$ cat config.mk
export PLATFORM = sky130hd
export DESIGN_NAME = alu_seq
export DESIGN_NICKNAME = d
export VERILOG_FILES = /design/src/rtl/alu_seq.sv
export SDC_FILE = /design/constraint.sdc
export NUM_CORES = 1
export LEC_CHECK = 0
export BUFFER_PORTS_ARGS = -buffer_cell sky130_fd_sc_hd__buf_2
export CORE_AREA = 2 2 227 229
export CTS_CLUSTER_DIAMETER = 100
export CTS_CLUSTER_SIZE = 24
export DETAILED_ROUTE_END_ITERATION = 6
export DIE_AREA = 0 0 229 231
export SYNTH_ARGS = -nofsm -noshare
export SYNTH_HDL_FRONTEND = slang
export SYNTH_SLANG_ARGS = --single-unit
export TNS_END_PERCENT = 50
$ cat constraint.sdc
create_clock -name clk -period 8.1 [get_ports clk]
set_input_delay 1.62 -clock clk [delete_from_list [all_inputs] [get_ports clk]]
set_output_delay 1.62 -clock clk [all_outputs]
set_load 0.01 [all_outputs]
$ cat src/rtl/alu_seq.sv
// Handshaked sequential ALU: single-cycle logic/arith ops, WIDTH-iteration shift-add multiply.
// Result and flags are held in registers until the consumer takes them.
module alu_seq #(
   parameter int unsigned WIDTH = 32,
   parameter int unsigned SHW   = $clog2(WIDTH)
) (
   input  logic             clk,
   input  logic             rst_n,
   input  logic             in_valid,
   output logic             in_ready,
   input  logic [3:0]       op,
   input  logic [WIDTH-1:0] in_a,
   input  logic [WIDTH-1:0] in_b,
   output logic             out_valid,
   input  logic             out_ready,
   output logic [WIDTH-1:0] res,
   output logic             cout,
   output logic             overflow,
   output logic             zero,
   output logic             illegal
);

   localparam int unsigned CW = $clog2(WIDTH + 1);

   localparam logic [3:0] OP_ADD  = 4'd0;
   localparam logic [3:0] OP_SUB  = 4'd1;
   localparam logic [3:0] OP_NOT  = 4'd2;
   localparam logic [3:0] OP_AND  = 4'd3;
   localparam logic [3:0] OP_OR   = 4'd4;
   localparam logic [3:0] OP_XOR  = 4'd5;
   localparam logic [3:0] OP_SLT  = 4'd6;
   localparam logic [3:0] OP_EQ   = 4'd7;
   localparam logic [3:0] OP_SLTU = 4'd8;
   localparam logic [3:0] OP_SLL  = 4'd9;
   localparam logic [3:0] OP_SRL  = 4'd10;
   localparam logic [3:0] OP_SRA  = 4'd11;
   localparam logic [3:0] OP_MUL  = 4'd12;

   typedef enum logic [1:0] {IDLE, BUSY, DONE} state_t;

   state_t           state_q, state_d;
   logic [WIDTH-1:0] mcand_q, mplier_q, acc_q;
   logic [CW-1:0]    cnt_q;

   logic [WIDTH:0]   add_full, sub_full;
   logic             add_ovf, sub_ovf;
   logic [SHW-1:0]   shamt;
   logic [WIDTH-1:0] alu_res;
   logic             alu_cout, alu_ovf, alu_ill;

   // Shared adder/subtractor; sub carry-out is the no-borrow flag
   always_comb begin
      add_full = {1'b0, in_a} + {1'b0, in_b};
      sub_full = {1'b0, in_a} + {1'b0, ~in_b} + (WIDTH+1)'(1);
      add_ovf  = (in_a[WIDTH-1] == in_b[WIDTH-1]) && (add_full[WIDTH-1] != in_a[WIDTH-1]);
      sub_ovf  = (in_a[WIDTH-1] != in_b[WIDTH-1]) && (sub_full[WIDTH-1] != in_a[WIDTH-1]);
      shamt    = in_b[SHW-1:0];
   end

   // Single-cycle result and flags for every non-multiply opcode
   always_comb begin
      alu_res  = '0;
      alu_cout = 1'b0;
      alu_ovf  = 1'b0;
      alu_ill  = 1'b0;
      case (op)
         OP_ADD:  begin alu_res = add_full[WIDTH-1:0]; alu_cout = add_full[WIDTH]; alu_ovf = add_ovf; end
         OP_SUB:  begin alu_res = sub_full[WIDTH-1:0]; alu_cout = sub_full[WIDTH]; alu_ovf = sub_ovf; end
         OP_NOT:  alu_res = ~in_a;
         OP_AND:  alu_res = in_a & in_b;
         OP_OR:   alu_res = in_a | in_b;
         OP_XOR:  alu_res = in_a ^ in_b;
         OP_SLT:  begin
            alu_res = {{(WIDTH-1){1'b0}}, sub_full[WIDTH-1] ^ sub_ovf};
            alu_ovf = sub_ovf;
         end
         OP_EQ:   alu_res = {{(WIDTH-1){1'b0}}, in_a == in_b};
         OP_SLTU: alu_res = {{(WIDTH-1){1'b0}}, ~sub_full[WIDTH]};
         OP_SLL:  alu_res = in_a << shamt;
         OP_SRL:  alu_res = in_a >> shamt;
         OP_SRA:  alu_res = $signed(in_a) >>> shamt;
         OP_MUL:  alu_res = '0;
         default: alu_ill = 1'b1;
      endcase
   end

   always_ff @(posedge clk) begin
      if (!rst_n) state_q <= IDLE;
      else        state_q <= state_d;
   end

   always_comb begin
      state_d = state_q;
      case (state_q)
         IDLE:    if (in_valid) state_d = (op == OP_MUL) ? BUSY : DONE;
         BUSY:    if (cnt_q == CW'(WIDTH)) state_d = DONE;
         DONE:    if (out_ready) state_d = IDLE;
         default: state_d = IDLE;
      endcase
   end

   always_comb begin
      in_ready  = (state_q == IDLE);
      out_valid = (state_q == DONE);
   end

   // Operand capture, shift-add iterations and result/flag registers
   always_ff @(posedge clk) begin
      if (!rst_n) begin
         mcand_q  <= '0;
         mplier_q <= '0;
         acc_q    <= '0;
         cnt_q    <= '0;
         res      <= '0;
         cout     <= 1'b0;
         overflow <= 1'b0;
         zero     <= 1'b0;
         illegal  <= 1'b0;
      end else begin
         case (state_q)
            IDLE: if (in_valid) begin
               if (op == OP_MUL) begin
                  mcand_q  <= in_a;
                  mplier_q <= in_b;
                  acc_q    <= '0;
                  cnt_q    <= '0;
               end else begin
                  res      <= alu_res;
                  cout     <= alu_cout;
                  overflow <= alu_ovf;
                  zero     <= (alu_res == '0);
                  illegal  <= alu_ill;
               end
            end
            BUSY: if (cnt_q == CW'(WIDTH)) begin
               res      <= acc_q;
               cout     <= 1'b0;
               overflow <= 1'b0;
               zero     <= (acc_q == '0);
               illegal  <= 1'b0;
            end else begin
               if (mplier_q[0]) acc_q <= acc_q + mcand_q;
               mcand_q  <= mcand_q << 1;
               mplier_q <= mplier_q >> 1;
               cnt_q    <= cnt_q + CW'(1);
            end
            default: ;
         endcase
      end
   end

endmodule

==> run summary <==
max-slew violation count - 0
Worst setup EP type - register
reg2reg path depth - 12
CTS Buffer Depth - 2
RSZ-0062 raised after global routing - no
Reg-to-Reg Start - mcand_q[1]
vias in the first global route - 17.91k
hold depth - 2
most common library cells after synthesis - nand2_1, nor2_1, clkbuf_1
sequential share of the synthesized area - 16.06%
number of diodes - 0
FFs w/ async S/R, synth - 0%
max incr delay on CP - 0.59 ns
Seq cells post-synth - 140
min-delay worst type - register to register
Synth area leaders - dfxtp_1, ha_1, mux4_2
largest area contributor in the netlist - dfxtp_1
layout cells sized above 1 - 14.26%
antenna-violating nets left - 0
Worst setup SP type - primary input
Synth cell types - 99
CTS Root Cell - clkbuf_16
DIE AREA - 52900 sq um
drt wl/cell - 28.50 microns
Crit Path Class - primary input to register
Leak Pwr - 8.197 nW
IO buf count - 109
fin crit period - 6.647 ns
top cell type's share of synthesized area - 16.06%
Rows - 83
Clock Latency Late Sink - 0.49 ns
dominant synthesized flop cell - dfxtp_1
Synth-to-Final Area Change - 9.343%
EDFF count, synth - 0
CP required - 8.49 ns
Crit path arrival time - 7.03 ns
Slew headroom - 18.20%
CTS tree - done
DR iter-0 viols - 2406
Critical-path top delay cell - o31ai_2
worst-path fanout max - 13
count leader, synth - nand2_1
hold path startpoint - res[25]
largest net degree at the start of global routing - 77
cell count after synthesis - 2231
CTS Sinks - 140
Final TNS setup - 0 ns
synth warn - 0
cts bufs inserted - 17
global router's overall resource usage - 30.64%
core area - 50680 sq um
initial antenna violation count - 1
DRT Pass-1 Iters - 7
Via Count - 19.18k
Initial Util - 34.43%
post-cts resize count - 0
max-cap viol count - 0
nets - 2427
r2r endpoint - acc_q[31]
Worst Hold Path EP - res[25]
Vias/cell - 6.606
Least-Margin Pin Slew - 1.216 ns
Reg clk slew, reported paths - 0.07 ns
total congestion overflow - 0
Power Density - 134.3 nW/um^2
final setup fails - 0
setup slack, reg-to-reg - 4.17 ns
hpwl dp - 63200 microns
status - finished clean
Fmax - 150.5 MHz
DIE HEIGHT - 231 microns
CTS H-Tree Depth - 4
# DRC - 0
Mapped Area - 17450 sq um
Final Hold Viols - 0
Syn Nets - 2448
die width - 229 microns
Cell Chain, Critical Path - buf_2 > inv_2 > ha_1 > o21bai_1 > a221oi_1 > a211oi_1 > o21ai_0 > o31ai_2 > a21oi_1 > nor2_1 > nor2_1 > o21bai_1 > a21oi_1 > o21bai_1 > fa_1 > mux2i_1 > a22oi_1 > nor2_1 > a311oi_1 > o221ai_1 > a211oi_1 > nand2_1 > nand4b_1 > o41ai_2
Post-Syn Area per Cell - 7.821 sq um
period utilisation layout - 82.06%
routability cong. - 1.039
VDD IR max - 137.1 uV
global-route wire length before repair - 121200 microns
I/O Pins - 110
postcts setup bufs - 0
CTS Hold Bufs - 0
final wirelength - 82740 microns
clk_skew - 0.01204 ns
hold_ws - 0.4672 ns
flip-flops by register name, indices dropped and copies added, names as in the netlist:
register  flops
acc_q        32
mcand_q      32
mplier_q     32
res          32
cnt_q         6
state_q       2
cout          1
illegal       1
overflow      1
zero          1
how the worst max path moves through the flow:
stage | endpoint | slack, ns | from | depth (start not counted)
floorplan | zero | 1.58 | in_b[2] | 28
global placement | zero | 1.29 | in_b[1] | 24
detailed placement | zero | 1.15 | in_b[1] | 24
CTS | zero | 1.65 | in_b[1] | 24
global route | zero | 1.24 | in_b[1] | 24
finish | zero | 1.45 | in_b[1] | 24
power by group:
part	switching [W]	internal, W	leakage (nW)	total, W
Clock	0.000344	0.000524	0.311	0.000868
Combinational	0.000633	0.000324	6.75	0.000957
Sequential	0.0000209	0.000716	1.14	0.000737
Total	0.000998	0.00156	8.20	0.00256
cells in the final DEF, fill, tap and decap left out, drive strengths merged, types with 13 or more instances in the layout:
master	n
ha	141
o21ai	111
dfxtp	140
a221o	13
xor2	14
a22oi	24
a21boi	23
a31oi	18
nand2	202
o211ai	90
or3	18
nor4	25
o21bai	15
clkbuf	19
mux4	51
nor2b	50
a21oi	126
nor2	155
o22ai	41
nand2b	21
nor3	44
o221ai	34
mux2i	62
o31ai	17
a21o	31
buf	161
a211oi	35
nand3	39
o211a	68
a311oi	15
mux2	29
nand4	19
and2	18
a221oi	29
inv	116
xnor2	27
routing by layer:
metal / global-route usage, % / vias up / share of wire (%)
met3: 5.064 / 227 / 8.1
met4: 19.22 / 2 / 6.4
li1: - / 8461 / -
met5: 0 / - / 0.015
met1: 40.60 / 9396 / 42
met2: 46.32 / 1091 / 43
final cells by class:
| cell class | instances | area, sq um |
|---|---|---|
| timing repair buffer | 161 | 953.4 |
| tap | 680 | 850.8 |
| multi-input combinational | 1774 | 13400 |
| fill | 5390 | 31600 |
| sequential | 140 | 2803 |
| clock inverter | 13 | 191.4 |
| inverter | 116 | 435.4 |
| clock buffer | 19 | 442.9 |
critical path: cells and delay by family:
kind | cells | cell delay (ns)
fa+ha+maj | 2 | 0.59
compound gates | 14 | 3.74
mux | 1 | 0.09
buf+inv | 2 | 0.43
simple gates | 5 | 0.55
cell families after synthesis:
kind of cell    share of synthesized area (%)
compound gates                          33.74
xor+xnor                                2.058
fa+ha+maj                               10.57
buf+inv                                 7.450
flops                                   16.06
mux                                     12.10
simple gates                            18.02
per-stage QoR:
stage	util (%)	setup slack (ns)	std cells	instance area, sq um	power (W)
final	37.65	1.453	2903	19080	0.002562
after global routing	37.65	1.236	2903	19080	0.002658
after CTS	37.65	1.653	2903	19080	0.002555
after detailed placement	36.40	1.154	2871	18450	0.001675
after global placement	36.40	1.293	2871	18450	0.001677
after floorplan	-	1.577	2231	17450	0.001336
Note: power is estimated with default switching activity, not from simulation.
